<file path="config.mk">
export PLATFORM = sky130hd
export DESIGN_NAME = order_match_ctrl_flat
export DESIGN_NICKNAME = d
export VERILOG_FILES = /design/src/rtl/order_match_ctrl_pkg.sv /design/src/rtl/order_match_ctrl_if.sv /design/src/rtl/order_cross_cmp.sv /design/src/rtl/order_match_ctrl.sv /design/src/flat_wrapper.sv
export SDC_FILE = /design/constraint.sdc
export NUM_CORES = 1
export LEC_CHECK = 0
export ABC_AREA = 1
export CORE_MARGIN = 4
export CORE_UTILIZATION = 35
export DETAILED_ROUTE_END_ITERATION = 12
export PLACE_DENSITY = 0.73
export SLEW_MARGIN = 20
export SYNTH_ARGS = -nofsm -noshare
export SYNTH_HDL_FRONTEND = slang
export SYNTH_HIERARCHICAL = 1
export SYNTH_SLANG_ARGS = --single-unit
export TNS_END_PERCENT = 5
</file>
<file path="constraint.sdc">
create_clock -name clk -period 4.3 [get_ports clk]
set_input_delay 0.645 -clock clk [delete_from_list [all_inputs] [get_ports clk]]
set_output_delay 0.645 -clock clk [all_outputs]
set_load 0.005 [all_outputs]
</file>
<file path="src/rtl/order_match_ctrl_pkg.sv">
// Shared types and order-word layout for the order matching controller.
// Order word: [31] side (1 = buy), [30:16] price, [15:0] quantity.
package order_match_ctrl_pkg;

    localparam int ORD_PRICE_W   = 15;
    localparam int ORD_QTY_W     = 16;
    localparam int ORD_PRICE_LSB = 16;
    localparam int ORD_SIDE_BIT  = 31;

    // Heap command encoding shared with heap_manager.
    typedef enum logic [1:0] {
        CMD_NOP    = 2'd0,
        CMD_PUSH   = 2'd1,
        CMD_POP    = 2'd2,
        CMD_UPDATE = 2'd3
    } cmd_e;

    // Book identity: bids live in a max-heap, asks in a min-heap.
    typedef enum logic {
        TYPE_BID = 1'b0,
        TYPE_ASK = 1'b1
    } book_e;

    typedef enum logic [2:0] {
        S_IDLE,
        S_CHECK,
        S_ISSUE,
        S_WAIT_DONE,
        S_SETTLE,
        S_FINISH
    } state_e;

    function automatic logic [31:0] mk_order(logic buy, logic [ORD_PRICE_W-1:0] price,
                                             logic [ORD_QTY_W-1:0] qty);
        return {buy, price, qty};
    endfunction

endpackage

</file>
<file path="src/rtl/order_match_ctrl_if.sv">
// Bundle of the ingress stream, both heap command/status buses and the trade output.
// master = matching controller, slave = surrounding environment (ingress, heaps, trade sink).
interface order_match_ctrl_if;

    logic        in_valid;
    logic        in_ready;
    logic [31:0] in_order;

    logic [1:0]  bid_cmd;
    logic [31:0] bid_data;
    logic [31:0] bid_root;
    logic        bid_empty;
    logic        bid_full;
    logic        bid_done;

    logic [1:0]  ask_cmd;
    logic [31:0] ask_data;
    logic [31:0] ask_root;
    logic        ask_empty;
    logic        ask_full;
    logic        ask_done;

    logic                                    trade_valid;
    logic [order_match_ctrl_pkg::ORD_PRICE_W-1:0] trade_price;
    logic [order_match_ctrl_pkg::ORD_QTY_W-1:0]   trade_qty;
    logic                                    trade_buy;
    logic                                    reject;

    modport master (
        input  in_valid, in_order,
        output in_ready,
        output bid_cmd, bid_data, ask_cmd, ask_data,
        input  bid_root, bid_empty, bid_full, bid_done,
        input  ask_root, ask_empty, ask_full, ask_done,
        output trade_valid, trade_price, trade_qty, trade_buy, reject
    );

    modport slave (
        output in_valid, in_order,
        input  in_ready,
        input  bid_cmd, bid_data, ask_cmd, ask_data,
        output bid_root, bid_empty, bid_full, bid_done,
        output ask_root, ask_empty, ask_full, ask_done,
        input  trade_valid, trade_price, trade_qty, trade_buy, reject
    );

endinterface

</file>
<file path="src/rtl/order_cross_cmp.sv">
// Combinational cross check of the current order against the opposite book's root.
// Produces the cross flag, the fill quantity min(cur, root) and both remainders.
module order_cross_cmp #(
    parameter int PRICE_W = 15,
    parameter int QTY_W   = 16
) (
    input  logic               i_buy,
    input  logic [PRICE_W-1:0] i_price,
    input  logic [QTY_W-1:0]   i_qty,
    input  logic [PRICE_W-1:0] i_root_price,
    input  logic [QTY_W-1:0]   i_root_qty,
    input  logic               i_opp_empty,
    output logic               o_cross,
    output logic               o_update,
    output logic [QTY_W-1:0]   o_fill_qty,
    output logic [QTY_W-1:0]   o_root_rem,
    output logic [QTY_W-1:0]   o_cur_rem
);

    // Equal prices cross; an empty opposite book never crosses.
    assign o_cross    = !i_opp_empty &&
                        (i_buy ? (i_price >= i_root_price) : (i_price <= i_root_price));
    // Resting order survives only when it is strictly larger than the aggressor.
    assign o_update   = i_root_qty > i_qty;
    assign o_fill_qty = o_update ? i_qty : i_root_qty;
    // Both subtractions are bounded by the min above, so neither underflows.
    assign o_root_rem = i_root_qty - o_fill_qty;
    assign o_cur_rem  = i_qty - o_fill_qty;

endmodule

</file>
<file path="src/rtl/order_match_ctrl.sv">
// Order matching sequencer: matches one order at a time against the opposite heap,
// consuming resting liquidity with POP/UPDATE and resting any remainder with PUSH.
// Optional build macro ORDER_CTRL_STATS_EN adds saturating trade/reject counters.
module order_match_ctrl
    import order_match_ctrl_pkg::*;
#(
    parameter int PRICE_W = ORD_PRICE_W,
    parameter int QTY_W   = ORD_QTY_W
) (
    input  logic               clk,
    input  logic               rst_n,
    order_match_ctrl_if.master bus
`ifdef ORDER_CTRL_STATS_EN
    ,
    output logic [31:0]        trade_count,
    output logic [15:0]        reject_count
`endif
);

    state_e             r_state;
    state_e             w_state_nxt;
    logic [31:0]        r_cur;
    cmd_e               r_cmd;
    logic               r_tgt_ask;
    logic [31:0]        r_data;
    logic               r_in_ready;
    logic               r_trade_valid;
    logic [PRICE_W-1:0] r_trade_price;
    logic [QTY_W-1:0]   r_trade_qty;
    logic               r_trade_buy;
    logic               r_reject;

    logic               w_accept;
    logic               w_enter_check;
    logic [31:0]        w_ord;
    logic               w_buy;
    logic [31:0]        w_opp_root;
    logic               w_opp_empty;
    logic               w_same_full;
    logic               w_tgt_done;
    logic               w_cross;
    logic               w_update;
    logic [QTY_W-1:0]   w_fill;
    logic [QTY_W-1:0]   w_root_rem;
    logic [QTY_W-1:0]   w_cur_rem;

    // In IDLE the comparator looks at the incoming word so the trade/reject decision
    // can be registered on the edge that enters CHECK; elsewhere it looks at cur.
    assign w_ord       = (r_state == S_IDLE) ? bus.in_order : r_cur;
    assign w_buy       = w_ord[ORD_SIDE_BIT];
    assign w_opp_root  = w_buy ? bus.ask_root  : bus.bid_root;
    assign w_opp_empty = w_buy ? bus.ask_empty : bus.bid_empty;
    assign w_same_full = w_buy ? bus.bid_full  : bus.ask_full;
    assign w_tgt_done  = r_tgt_ask ? bus.ask_done : bus.bid_done;

    order_cross_cmp #(
        .PRICE_W (PRICE_W),
        .QTY_W   (QTY_W)
    ) u_cmp (
        .i_buy        (w_buy),
        .i_price      (w_ord[ORD_PRICE_LSB +: PRICE_W]),
        .i_qty        (w_ord[QTY_W-1:0]),
        .i_root_price (w_opp_root[ORD_PRICE_LSB +: PRICE_W]),
        .i_root_qty   (w_opp_root[QTY_W-1:0]),
        .i_opp_empty  (w_opp_empty),
        .o_cross      (w_cross),
        .o_update     (w_update),
        .o_fill_qty   (w_fill),
        .o_root_rem   (w_root_rem),
        .o_cur_rem    (w_cur_rem)
    );

    // State register.
    always_ff @(posedge clk or negedge rst_n) begin
        if (!rst_n) r_state <= S_IDLE;
        else        r_state <= w_state_nxt;
    end

    // Next-state logic; zero-quantity orders are swallowed without leaving IDLE.
    always_comb begin
        w_state_nxt = r_state;
        w_accept    = 1'b0;
        unique case (r_state)
            S_IDLE: begin
                if (bus.in_valid && r_in_ready) begin
                    w_accept = 1'b1;
                    if (w_ord[QTY_W-1:0] != '0) w_state_nxt = S_CHECK;
                end
            end
            S_CHECK:     w_state_nxt = (w_cross || !w_same_full) ? S_ISSUE : S_FINISH;
            S_ISSUE:     w_state_nxt = S_WAIT_DONE;
            S_WAIT_DONE: if (w_tgt_done) w_state_nxt = S_SETTLE;
            S_SETTLE:    w_state_nxt = (r_cmd == CMD_POP && r_cur[QTY_W-1:0] != '0) ?
                                       S_CHECK : S_FINISH;
            S_FINISH:    w_state_nxt = S_IDLE;
            default:     w_state_nxt = S_IDLE;
        endcase
    end

    assign w_enter_check = (w_state_nxt == S_CHECK) && (r_state != S_CHECK);

    // Order latch, command scheduling and registered trade/reject/ready outputs.
    always_ff @(posedge clk or negedge rst_n) begin
        if (!rst_n) begin
            r_cur         <= '0;
            r_cmd         <= CMD_NOP;
            r_tgt_ask     <= 1'b0;
            r_data        <= '0;
            r_in_ready    <= 1'b0;
            r_trade_valid <= 1'b0;
            r_trade_price <= '0;
            r_trade_qty   <= '0;
            r_trade_buy   <= 1'b0;
            r_reject      <= 1'b0;
        end else begin
            r_in_ready    <= (w_state_nxt == S_IDLE);
            r_trade_valid <= w_enter_check && w_cross;
            r_reject      <= w_enter_check && !w_cross && w_same_full;
            if (w_enter_check && w_cross) begin
                r_trade_price <= w_opp_root[ORD_PRICE_LSB +: PRICE_W];
                r_trade_qty   <= w_fill;
                r_trade_buy   <= w_buy;
            end
            if (w_accept) r_cur <= bus.in_order;
            if (r_state == S_CHECK) begin
                if (w_cross) begin
                    r_tgt_ask          <= w_buy;
                    r_cur[QTY_W-1:0]   <= w_cur_rem;
                    if (w_update) begin
                        r_cmd  <= CMD_UPDATE;
                        r_data <= {w_opp_root[31:QTY_W], w_root_rem};
                    end else begin
                        r_cmd  <= CMD_POP;
                        r_data <= '0;
                    end
                end else begin
                    r_cmd     <= CMD_PUSH;
                    r_tgt_ask <= !w_buy;
                    r_data    <= r_cur;
                end
            end
        end
    end

    // Commands are live only during ISSUE and only on the scheduled heap.
    assign bus.bid_cmd     = (r_state == S_ISSUE && !r_tgt_ask) ? r_cmd  : CMD_NOP;
    assign bus.ask_cmd     = (r_state == S_ISSUE &&  r_tgt_ask) ? r_cmd  : CMD_NOP;
    assign bus.bid_data    = (r_state == S_ISSUE && !r_tgt_ask) ? r_data : '0;
    assign bus.ask_data    = (r_state == S_ISSUE &&  r_tgt_ask) ? r_data : '0;
    assign bus.in_ready    = r_in_ready;
    assign bus.trade_valid = r_trade_valid;
    assign bus.trade_price = r_trade_price;
    assign bus.trade_qty   = r_trade_qty;
    assign bus.trade_buy   = r_trade_buy;
    assign bus.reject      = r_reject;

`ifdef ORDER_CTRL_STATS_EN
    // Saturating event counters.
    always_ff @(posedge clk or negedge rst_n) begin
        if (!rst_n) begin
            trade_count  <= '0;
            reject_count <= '0;
        end else begin
            if (r_trade_valid && trade_count  != '1) trade_count  <= trade_count  + 32'd1;
            if (r_reject      && reject_count != '1) reject_count <= reject_count + 16'd1;
        end
    end
`endif

endmodule

</file>
<file path="src/flat_wrapper.sv">
// flat-port wrapper written by rule: the top's interface ports become plain ports
module order_match_ctrl_flat import order_match_ctrl_pkg::*;
#(
    parameter int PRICE_W = ORD_PRICE_W,
    parameter int QTY_W   = ORD_QTY_W
)
  (clk, rst_n, bus_in_valid, bus_in_order, bus_in_ready, bus_bid_cmd, bus_bid_data, bus_ask_cmd, bus_ask_data, bus_bid_root, bus_bid_empty, bus_bid_full, bus_bid_done, bus_ask_root, bus_ask_empty, bus_ask_full, bus_ask_done, bus_trade_valid, bus_trade_price, bus_trade_qty, bus_trade_buy, bus_reject);
  order_match_ctrl_if bus_i ();
  input  logic clk;
  input  logic rst_n;
  input wire logic [$bits(bus_i.in_valid)-1:0] bus_in_valid;
  input wire logic [$bits(bus_i.in_order)-1:0] bus_in_order;
  output wire logic [$bits(bus_i.in_ready)-1:0] bus_in_ready;
  output wire logic [$bits(bus_i.bid_cmd)-1:0] bus_bid_cmd;
  output wire logic [$bits(bus_i.bid_data)-1:0] bus_bid_data;
  output wire logic [$bits(bus_i.ask_cmd)-1:0] bus_ask_cmd;
  output wire logic [$bits(bus_i.ask_data)-1:0] bus_ask_data;
  input wire logic [$bits(bus_i.bid_root)-1:0] bus_bid_root;
  input wire logic [$bits(bus_i.bid_empty)-1:0] bus_bid_empty;
  input wire logic [$bits(bus_i.bid_full)-1:0] bus_bid_full;
  input wire logic [$bits(bus_i.bid_done)-1:0] bus_bid_done;
  input wire logic [$bits(bus_i.ask_root)-1:0] bus_ask_root;
  input wire logic [$bits(bus_i.ask_empty)-1:0] bus_ask_empty;
  input wire logic [$bits(bus_i.ask_full)-1:0] bus_ask_full;
  input wire logic [$bits(bus_i.ask_done)-1:0] bus_ask_done;
  output wire logic [$bits(bus_i.trade_valid)-1:0] bus_trade_valid;
  output wire logic [$bits(bus_i.trade_price)-1:0] bus_trade_price;
  output wire logic [$bits(bus_i.trade_qty)-1:0] bus_trade_qty;
  output wire logic [$bits(bus_i.trade_buy)-1:0] bus_trade_buy;
  output wire logic [$bits(bus_i.reject)-1:0] bus_reject;
  assign bus_i.in_valid = bus_in_valid;
  assign bus_i.in_order = bus_in_order;
  assign bus_in_ready = bus_i.in_ready;
  assign bus_bid_cmd = bus_i.bid_cmd;
  assign bus_bid_data = bus_i.bid_data;
  assign bus_ask_cmd = bus_i.ask_cmd;
  assign bus_ask_data = bus_i.ask_data;
  assign bus_i.bid_root = bus_bid_root;
  assign bus_i.bid_empty = bus_bid_empty;
  assign bus_i.bid_full = bus_bid_full;
  assign bus_i.bid_done = bus_bid_done;
  assign bus_i.ask_root = bus_ask_root;
  assign bus_i.ask_empty = bus_ask_empty;
  assign bus_i.ask_full = bus_ask_full;
  assign bus_i.ask_done = bus_ask_done;
  assign bus_trade_valid = bus_i.trade_valid;
  assign bus_trade_price = bus_i.trade_price;
  assign bus_trade_qty = bus_i.trade_qty;
  assign bus_trade_buy = bus_i.trade_buy;
  assign bus_reject = bus_i.reject;
  order_match_ctrl #(.PRICE_W(PRICE_W), .QTY_W(QTY_W)) u_core (.clk(clk), .rst_n(rst_n), .bus(bus_i));
endmodule
</file>
-- Yosys cells after proc, flatten, opt, wreduce, memory -nomap -nowiden
Cells that the tools add are included.
- muxes and demuxes: 27
- eq/ne operators: 7
- reduce and logical (&&, ||, !) cells: 19
- add/sub/neg operators: 2
- $lt $le $gt $ge: 3
- operators with widths (kind ; count):
    $mux 32 ; 6
    $mux 16 ; 4
    $reduce_bool 16->1 ; 2
    $sub 16x16->16 ; 2
    $gt 16x16->1 ; 1
    $ge 15x15->1 ; 1
    $le 15x15->1 ; 1
    $mux 3 ; 5
    $pmux 3 s5 ; 1
    $logic_and 1x1->1 ; 9
    $mux 1 ; 8
    $eq 3x1->1 const B ; 2
    $eq 3x2->1 const B ; 2
    $logic_not 3->1 ; 2
    $mux 2 ; 3
    $logic_not 1->1 ; 5
    $eq 3x3->1 const B ; 1
    $ne 3x1->1 const B ; 1
    $eq 2x2->1 const B ; 1
    $logic_or 1x1->1 ; 1
- input bits: 105
- bits in registers: 105
- word-level logic and storage cells: 70

-- Depth between registers and ports, before layout
Gate-level depths: netlist (run 1).
- depth after elaboration: 13
- gate-level depth with buffers: 38
- gate-level depth less buffers: 34

-- Hierarchy
The synthesis (run 1) kept the hierarchy.
- modules (own cells, without submodules) (module ; instances ; cells an instance ; area an instance (µm²) ; sequential area each (µm²)):
    order_match_ctrl ; 1 ; 818 ; 5849.4 ; 2627.5
    order_cross_cmp ; 1 ; 514 ; 2940.3 ; 0.0

-- Worst setup path after synthesis (run 1)
OpenSTA, ideal clock, no wires.
- kind: input-to-reg
- from: input port bus_in_order[31]
- to: register u_core.r_data[10]
- cell stages on the path: 32
- path buffers: 5
- setup slack: -0.566 ns
- data arrival time: 4.779 ns
- cell sequence: inv_1 > nand3_1 > nand2_1 > clkbuf_1 > buf_2 > buf_1 > nand2_1 > nand2_1 > ha_1 > nand2_1 > nand2_1 > nand3_1 > nand2_1 > a21oi_2 > nand2_4 > nand2_4 > buf_6 > clkbuf_1 > nand2_1 > o21ai_0 > inv_1 > fa_1 > inv_1 > a21oi_1 > o21ai_2 > nand2_1 > nand2_2 > nand2_1 > nand2_1 > xor2_1 > nand2_1 > a22oi_1
- word-level cells in the longest chain between the ends: 7
- RTL lines (element ; line ; RTL):
    start, declared ; flat_wrapper.sv:12 ; input wire logic [$bits(bus_i.in_order)-1:0] bus_in_order;
    $mux 32 ; order_match_ctrl.sv:49 ; assign w_ord = (r_state == S_IDLE) ? bus.in_order : r_cur;
    $mux 32 ; order_match_ctrl.sv:51 ; assign w_opp_root = w_buy ? bus.ask_root : bus.bid_root;
    named net u_core.w_opp_root[9] ; order_match_ctrl.sv:37 ; logic [31:0] w_opp_root;
    $gt 16x16->1 ; order_cross_cmp.sv:24 ; assign o_update = i_root_qty > i_qty;
    $mux 16 ; order_cross_cmp.sv:25 ; assign o_fill_qty = o_update ? i_qty : i_root_qty;
    named net u_core.w_fill[1] ; order_match_ctrl.sv:43 ; logic [QTY_W-1:0] w_fill;
    $sub 16x16->16 ; order_cross_cmp.sv:27 ; assign o_root_rem = i_root_qty - o_fill_qty;
    named net u_core.w_root_rem[10] ; order_match_ctrl.sv:44 ; logic [QTY_W-1:0] w_root_rem;
    $mux 32 ; order_match_ctrl.sv:129 ; if (w_update) begin
    $mux 32 ; order_match_ctrl.sv:126 ; if (w_cross) begin
    end signal, assigned ; order_match_ctrl.sv:131 ; r_data <= {w_opp_root[31:QTY_W], w_root_rem};
    end signal, assigned ; order_match_ctrl.sv:139 ; r_data <= r_cur;
    end, declared ; order_match_ctrl.sv:25 ; logic [31:0] r_data;
The timed path passes the listed nets, and every way through them passes these cells.
A chain may end at the register's enable or synchronous reset.

-- Worst setup path in the final report (run 1)
- from: register u_core.r_state[0]
- to: register u_core.r_data[6]
- RTL lines (element ; line ; RTL):
    start, declared ; order_match_ctrl.sv:20 ; state_e r_state;
    start signal, assigned ; order_match_ctrl.sv:76 ; else r_state <= w_state_nxt;
    $logic_not 3->1 ; order_match_ctrl.sv:49 ;
    $mux 32 ; order_match_ctrl.sv:49 ;
    named net u_core.w_ord[13] ; order_match_ctrl.sv:35 ; logic [31:0] w_ord;
    $gt 16x16->1 ; order_cross_cmp.sv:24 ;
    $mux 16 ; order_cross_cmp.sv:25 ;
    named net u_core.w_fill[0] ; order_match_ctrl.sv:43 ;
    $sub 16x16->16 ; order_cross_cmp.sv:27 ;
    named net u_core.w_root_rem[6] ; order_match_ctrl.sv:44 ;
    $mux 32 ; order_match_ctrl.sv:129 ;
    $mux 32 ; order_match_ctrl.sv:126 ;
The timed path passes the listed nets, and every way through them passes these cells.

==> impl_results.rst, run 1 <==
.. list-table::
   :header-rows: 1

   * - Metric
     - Value
   * - Post-Route Skew
     - 0.0130 ns
   * - Hold buffer count at cts
     - 0
   * - Shortest clock period the worst path allows after layout
     - slightly above 4 ns
   * - Floorplan core area
     - 24500 um^2
   * - Area of the multi-input gates
     - 5470 um^2
   * - Clock-pin transition on the worst setup and hold timing paths
     - approximately 0.08 ns
   * - Setup Viol. Count Final
     - 0
   * - Number of flip-flops and latches in the synthesized netlist
     - 105
   * - Number of levels the H-tree was split into
     - 3
   * - Largest incremental delay on the critical path
     - about 0.43 ns
   * - Area fraction in compound gates after synthesis
     - 13.6%
   * - Signal arrival time at the worst endpoint
     - 4.38 ns
   * - Routed WL per cell
     - 16.4 um
   * - Instance count after placement with tap cells included
     - 1958
   * - Leading cell type in the layout, fill and taps excluded
     - nand2_1
   * - Overflow left after global routing
     - 0
   * - Clock network latency to the later pin of the worst-skew pair
     - 0.36 ns
   * - RD Place Congestion
     - between 0.9 and 1
   * - DRC marker count from the first detailed-route iteration
     - 755
   * - Post-route fraction of the period consumed by the critical path
     - 95.7%
   * - Area occupied by registers
     - 2630 um^2
   * - Type of the worst min-delay path
     - input port to async pin
   * - Std cell rows
     - 57
   * - Number of global-route vias before repair
     - 9225
   * - Cell family contributing the most delay on the critical path
     - simple AND/OR/NAND/NOR gates
   * - Setup_tns
     - 0 ns
   * - Yosys synthesis warning count
     - 6
   * - Capturing point of the worst reg2reg path
     - u_core/r_data[6]
   * - Initial core utilization
     - 35.8%
   * - Final Non-Filler Cells
     - 1986
   * - Crit path max fanout
     - 17
   * - Max frequency
     - between 0.2 and 0.25 GHz
   * - DRC violations left
     - 0
   * - FF-to-FF setup slack
     - 0.19 ns
   * - First-pass GRT wire length
     - 49.9 mm
   * - IO Count
     - 208
   * - Cell with the most instances on the worst path
     - nand2_1
   * - Number of filler cells placed in the layout
     - 2331
   * - Slew Limit Fails
     - 0
   * - Synth-to-Final Area Change
     - 47.7%
   * - Number of gates on the worst path with buffers counted
     - 25
   * - Main combinational cell family by area after synthesis
     - simple AND/OR/NAND/NOR gates
   * - Die Footprint
     - 27700 um^2
   * - Final Hold Vio Count
     - 0
   * - Number of antenna diodes
     - 0
   * - Flip-flop cell with the highest count after synthesis
     - dfrtp_1
   * - Adder-cell share of the synthesized area
     - slightly below 7%
   * - 1st-pass router iterations
     - 7
   * - Fraction of synthesized area in multiplexers
     - 0%
   * - Most frequent cells in the layout
     - nand2_1 (367), clkdlybuf4s50_1 (205), inv_1 (170), buf_4 (149), nor2_1 (134)
   * - Cell count of the worst reg-to-reg path
     - 25
   * - Clk sink count
     - between 100 and 150
   * - Distinct cell type count after synthesis
     - 47
   * - Nature of the critical path startpoint
     - flip-flop
   * - Post-layout nets
     - around 1800
   * - Antenna violations before repair
     - 0
   * - Cell area after synthesis
     - 8790 um^2
   * - CP Data Required Time
     - 4.57 ns
   * - EDFF count, synth
     - 0
   * - Slowest cell on the critical path
     - dfrtp_1
   * - Outcome
     - finished clean
   * - Number of I/O port buffers
     - 207
   * - Sum of routed wire length over all layers
     - 32.5 mm
   * - Number of standard cells after synthesis
     - 1332
   * - Worst Tran Pin Value
     - just over 0.7 ns
   * - Master cell of the clock root buffer
     - clkbuf_16
   * - Bufs and invs on worst path
     - 4
   * - Avg Vias per Cell
     - 5.04
   * - Largest net degree at the start of global routing
     - 55
   * - Synthesized area divided by synthesized cell count
     - about 6.6 um^2
   * - Chip height
     - 166 um
   * - Post-synthesis async set-or-reset flop share
     - between 90% and 100%
   * - CTS buffer count
     - 9
   * - Share of layout cells above drive strength 1
     - 19.4%
   * - GRT Total Usage
     - 22.1%
   * - Final HPWL from detailed placement
     - 25.6 mm
   * - Post-Synth Simple-Gate Area
     - a little over a third
   * - Critical Path End Type
     - flip-flop
   * - Post-Synth XOR/XNOR Area
     - 1.89%
   * - Sequential fraction of the synthesis area
     - 29.9%
   * - WS Path Type
     - flip-flop to flip-flop
   * - Vias
     - ~10000
   * - Number of nets in the synthesized netlist
     - 1484
   * - TritonCTS clock tree
     - built
   * - Unrepaired setup endpoints after global routing
     - true
   * - Die width
     - 166 um
   * - Number of maximum-capacitance constraint violations
     - 0
   * - Post-detailed-route count of antenna-violating nets
     - 0
   * - Max_slew headroom
     - 51.7%
   * - Max Root-Sink Buffers
     - 2
   * - RR Startpoint
     - u_core/r_state[0]
[Yosys cell counts (all sizes together), types with 7 or more instances]
master / count / share of area [%]
o21ai: 92 / 5.4
inv: 184 / 7.9
o221ai: 16 / 1.6
nor3: 7 / 0.51
buf: 33 / 2.6
xor2: 9 / 0.90
nand2: 405 / 18
xnor2: 10 / 1.0
dfrtp: 105 / 30
a21oi: 64 / 3.7
or2: 18 / 1.3
nand3: 75 / 5.2
nand4: 51 / 3.7
nor2: 148 / 6.8
nand3b: 7 / 0.60
ha: 45 / 6.4
clkbuf: 25 / 1.1
a22oi: 17 / 1.5
[cells by family (layout without fill, tap and decap cells)]
family	Yosys count	in the layout
fa+ha+maj	47	47
flops	105	105
compound gates	203	203
buf+inv	245	574
xor+xnor	19	19
simple gates	713	714
[sequential cells by signal (all words and copies together), names as in the netlist]
register                cells
u_core/r_cur               32
u_core/r_state              3
u_core/r_cmd                2
u_core/bus.trade_qty       16
u_core/r_tgt_ask            1
u_core/bus.trade_buy        1
u_core/r_data              32
u_core/bus.trade_price     15
u_core/bus.in_ready         1
u_core/bus.reject           1
u_core/bus.trade_valid      1
[worst register-to-register path: cells and delay by family (launching register included)]
family	cells	cell delay, ns
flip-flops	1	0.43
XOR/XNOR	1	0.25
AO/OA/AOI/OAI	7	1.04
buffers and inverters	4	0.51
adder cells (fa/ha/maj)	3	0.71
AND/OR/NAND/NOR	10	1.10
[area by class of cell]
type	count	share of cell area (%)
Multi-Input combinational cell	983	42.1
Sequential cell	105	20.2
Inverter	187	5.43
Tap cell	324	3.12
Timing Repair Buffer	372	26.8
Clock buffer	9	1.73
Clock inverter	6	0.588
[metal layers]
metal | wire length, um | vias up | share of wire, % | track usage (%)
met1 | 15200 | 4674 | 47 | 32.9
met2 | 14400 | 381 | 44 | 34.4
met4 | 528 | 0 | 1.6 | 4.38
met3 | 2320 | 25 | 7.1 | 3.11
li1 | - | 4934 | - | -
met5 | 0 | - | 0 | 0
[how the worst max path moves through the flow]
stage | end | from
after floorplan | u_core/r_data[15] | bus_in_order[31]
after global placement | u_core/r_data[15] | bus_in_order[31]
after detailed placement | u_core/r_data[15] | bus_in_order[31]
after CTS | u_core/bus.trade_price[11] | bus_in_order[31]
after global routing | u_core/r_data[10] | u_core/r_state[0]
final | u_core/r_data[6] | u_core/r_state[0]
[metrics by stage]
stage | hold slack (ns) | instance area (um^2) | utilization, % | worst slack [ns]
2_1_floorplan | 0.349 | 8830 | - | -0.0508
3_3_place_gp | 0.455 | 12300 | 50.0 | -0.455
3_5_place_dp | 0.458 | 12300 | 50.0 | -0.541
4_1_cts | 0.370 | 12700 | 51.8 | 0.00778
5_1_grt | 0.399 | 13000 | 52.9 | -0.0668
6_report | 0.350 | 13000 | 52.9 | 0.186
[timing repair]
item / 4_1_cts / 5_1_grt
cloned: 0 / 2
buffers inserted: 1 / 10
endpoints found under the hold margin: 0 / 0
pin swaps: 10 / 36
setup endpoints to repair: 81 / 87
resized for setup: 32 / 56
Power of run 1 is not shown: default switching activity piles up to over one toggle a cycle in this logic, so the estimate is an artifact.
==> run 2, diff against run 1 <==
==> constraint.sdc (replaced) <==
create_clock -name clk -period 3.5 [get_ports clk]
set_input_delay 0.525 -clock clk [delete_from_list [all_inputs] [get_ports clk]]
set_output_delay 0.525 -clock clk [all_outputs]
set_load 0.005 [all_outputs]
==> run 2 against run 1 <==
The flow now finishes with violations (setup timing). Cell count is 3.9% higher. Global-route usage is 1.1 points higher. Fmax is 1.6% higher. Non-clock buffer count is 78 higher. Register-to-register slack worse by 0.74 ns. Worst hold slack worse by 0.11 ns. Critical path depth is 2 higher. Count of clock-buffer cells in the layout is 1 higher. Sequential share of layout area is 1.5 points lower. Wire length is 5.0% higher.
==> impl_results.rst, run 2 (synthesis gave the netlist of run 1 again) <==
.. list-table::
   :header-rows: 1

   * - Metric
     - Value
   * - Max Root-Sink Buffers
     - 2
   * - Die width
     - 166 um
   * - Crit path max fanout
     - 13
   * - RD Place Congestion
     - 0.931
   * - RR Startpoint
     - u_core/r_state[0]
   * - Max_slew headroom
     - around 47%
   * - Hold buffer count at cts
     - 0
   * - Least setup slack across all paths after layout
     - -0.549 ns
   * - Setup Viol. Count Final
     - 89
   * - Hold_ws
     - roughly 0.24 ns
   * - Most frequent cells in the layout
     - nand2_1 (347), buf_4 (215), clkdlybuf4s50_1 (205), inv_1 (173), nor2_1 (132)
   * - First-pass GRT wire length
     - 52.4 mm
   * - Number of I/O port buffers
     - 207
   * - Capturing point of the worst reg2reg path
     - u_core/r_data[12]
   * - Critical Path End Type
     - flip-flop
   * - Cell count of the worst reg-to-reg path
     - 27
   * - Final HPWL from detailed placement
     - 26.3 mm
   * - Max frequency
     - 0.247 GHz
   * - Std cell rows
     - 57
   * - Slew Limit Fails
     - 0
   * - Clock-pin transition on the worst setup and hold timing paths
     - around 0.08 ns
   * - 1st-pass router iterations
     - 5
   * - CP Data Required Time
     - ~3.8 ns
   * - Post-detailed-route count of antenna-violating nets
     - 0
   * - Number of global-route vias before repair
     - just under 10000
   * - Sum of routed wire length over all layers
     - 34.1 mm
   * - Chip height
     - 166 um
   * - Share of layout cells above drive strength 1
     - 25.2%
   * - GRT Total Usage
     - 23.2%
   * - Clock network latency to the later pin of the worst-skew pair
     - between 0.3 and 0.4 ns
   * - DRC violations left
     - 0
   * - Nature of the critical path startpoint
     - flip-flop
   * - Post-Route Skew
     - around 0.020 ns
   * - WS Path Type
     - flip-flop to flip-flop
   * - Number of filler cells placed in the layout
     - 2219
   * - Outcome
     - complete, but fails checks
   * - Die Footprint
     - 27700 um^2
   * - Type of the worst min-delay path
     - input port to async pin
   * - IO Count
     - 208
   * - Overflow left after global routing
     - 0
   * - Unrepaired setup endpoints after global routing
     - true
   * - Synth-to-Final Area Change
     - 59.2%
   * - Violated checks
     - setup timing
   * - Largest net degree at the start of global routing
     - 59
   * - Leading cell type in the layout, fill and taps excluded
     - nand2_1
   * - FF-to-FF setup slack
     - -0.55 ns
   * - Post-layout nets
     - between 1500 and 2000
   * - DRC marker count from the first detailed-route iteration
     - 984
   * - TritonCTS clock tree
     - built
   * - Post-route fraction of the period consumed by the critical path
     - 116%
   * - Shortest clock period the worst path allows after layout
     - between 4 and 5 ns
   * - Initial core utilization
     - 35.8%
   * - Number of maximum-capacitance constraint violations
     - 0
   * - Avg Vias per Cell
     - 5.06
   * - Startpoint of the worst setup timing path
     - u_core/r_state[0]
   * - CTS buffer count
     - 9
   * - Signal arrival time at the worst endpoint
     - 4.32 ns
   * - Number of antenna diodes
     - 0
   * - Number of levels the H-tree was split into
     - 3
   * - Final Hold Vio Count
     - 0
   * - Routed WL per cell
     - 16.5 um
   * - Floorplan core area
     - 24500 um^2
   * - Antenna violations before repair
     - 0
   * - Worst Tran Pin Value
     - 0.788 ns
   * - Vias
     - around 10000
   * - Clk sink count
     - about 110
   * - Master cell of the clock root buffer
     - clkbuf_16
[run 2: per-stage QoR]
step,worst slack (ns),setup TNS (ns),instance area (um^2),util [%],cells
floorplan,-0.593,-18.75,9010,-,1332
CTS,-0.483,-25.81,13600,55.5,2050
finish,-0.549,-36.37,14000,57.0,2064
detailed placement,-1.02,-83.50,12900,52.6,2023
global placement,-0.957,-75.78,12900,52.6,2023
global route,-0.777,-57.48,14000,57.0,2064
[run 2: repair_timing]
| action | 4_1_cts | 5_1_grt |
|---|---|---|
| setup buffers | 9 | 12 |
| cloned | 2 | 2 |
| pin swaps | 30 | 40 |
| gates resized for setup | 77 | 50 |
| endpoints found under the setup margin | 89 | 89 |
[run 2: how the worst max path moves through the flow]
stage / cells after the start / end / slack [ns]
2_1_floorplan: 31 / u_core/r_data[10] / -0.59
3_3_place_gp: 25 / u_core/r_data[15] / -0.96
3_5_place_dp: 25 / u_core/r_data[30] / -1.02
4_1_cts: 26 / u_core/r_cur[11] / -0.48
5_1_grt: 34 / u_core/r_data[14] / -0.78
6_report: 27 / u_core/r_data[12] / -0.55
[run 2: final cells by class]
| cell class | instances | area, um^2 | area share [%] |
|---|---|---|---|
| multi-input cells | 982 | 5760 | 41.2 |
| repair buffers | 450 | 4170 | 29.8 |
| flip-flops and latches | 105 | 2630 | 18.8 |
| inverters | 187 | 712 | 5.09 |
| well taps | 324 | 405 | 2.90 |
| clock buffers | 10 | 229 | 1.64 |
| clock inverters | 6 | 85.1 | 0.608 |
[run 2: metal layers]
metal / part of all wire (%) / vias up / global-route usage (%)
li1: - / 5089 / -
met1: 46 / 4875 / 34.4
met2: 45 / 443 / 36.6
met3: 7.5 / 37 / 2.73
met4: 1.4 / 0 / 4.70
met5: 0 / - / 0
[run 2: worst max-delay path, stage by stage (launching register included)]
cell and delay, ns:
dfrtp_1 0.41, nor2_4 0.18, nand2_4 0.10, nand2_4 0.10
nand2_8 0.09, clkbuf_16 0.18, nand2_2 0.07, nand2_4 0.06
ha_4 0.26, nand4_1 0.15, nor3_4 0.29, nand3_2 0.11
buf_6 0.18, nand2_8 0.11, o21ai_2 0.08, ha_2 0.20
fa_2 0.40, inv_2 0.06, a21oi_2 0.05, o21ai_2 0.16
nand2_2 0.10, nand2_2 0.08, nand3b_1 0.10, nand2_1 0.08
nand2_1 0.05, nand2_1 0.09, nand2_1 0.07, a22oi_1 0.13
Power of run 2 is left out for the same reason.
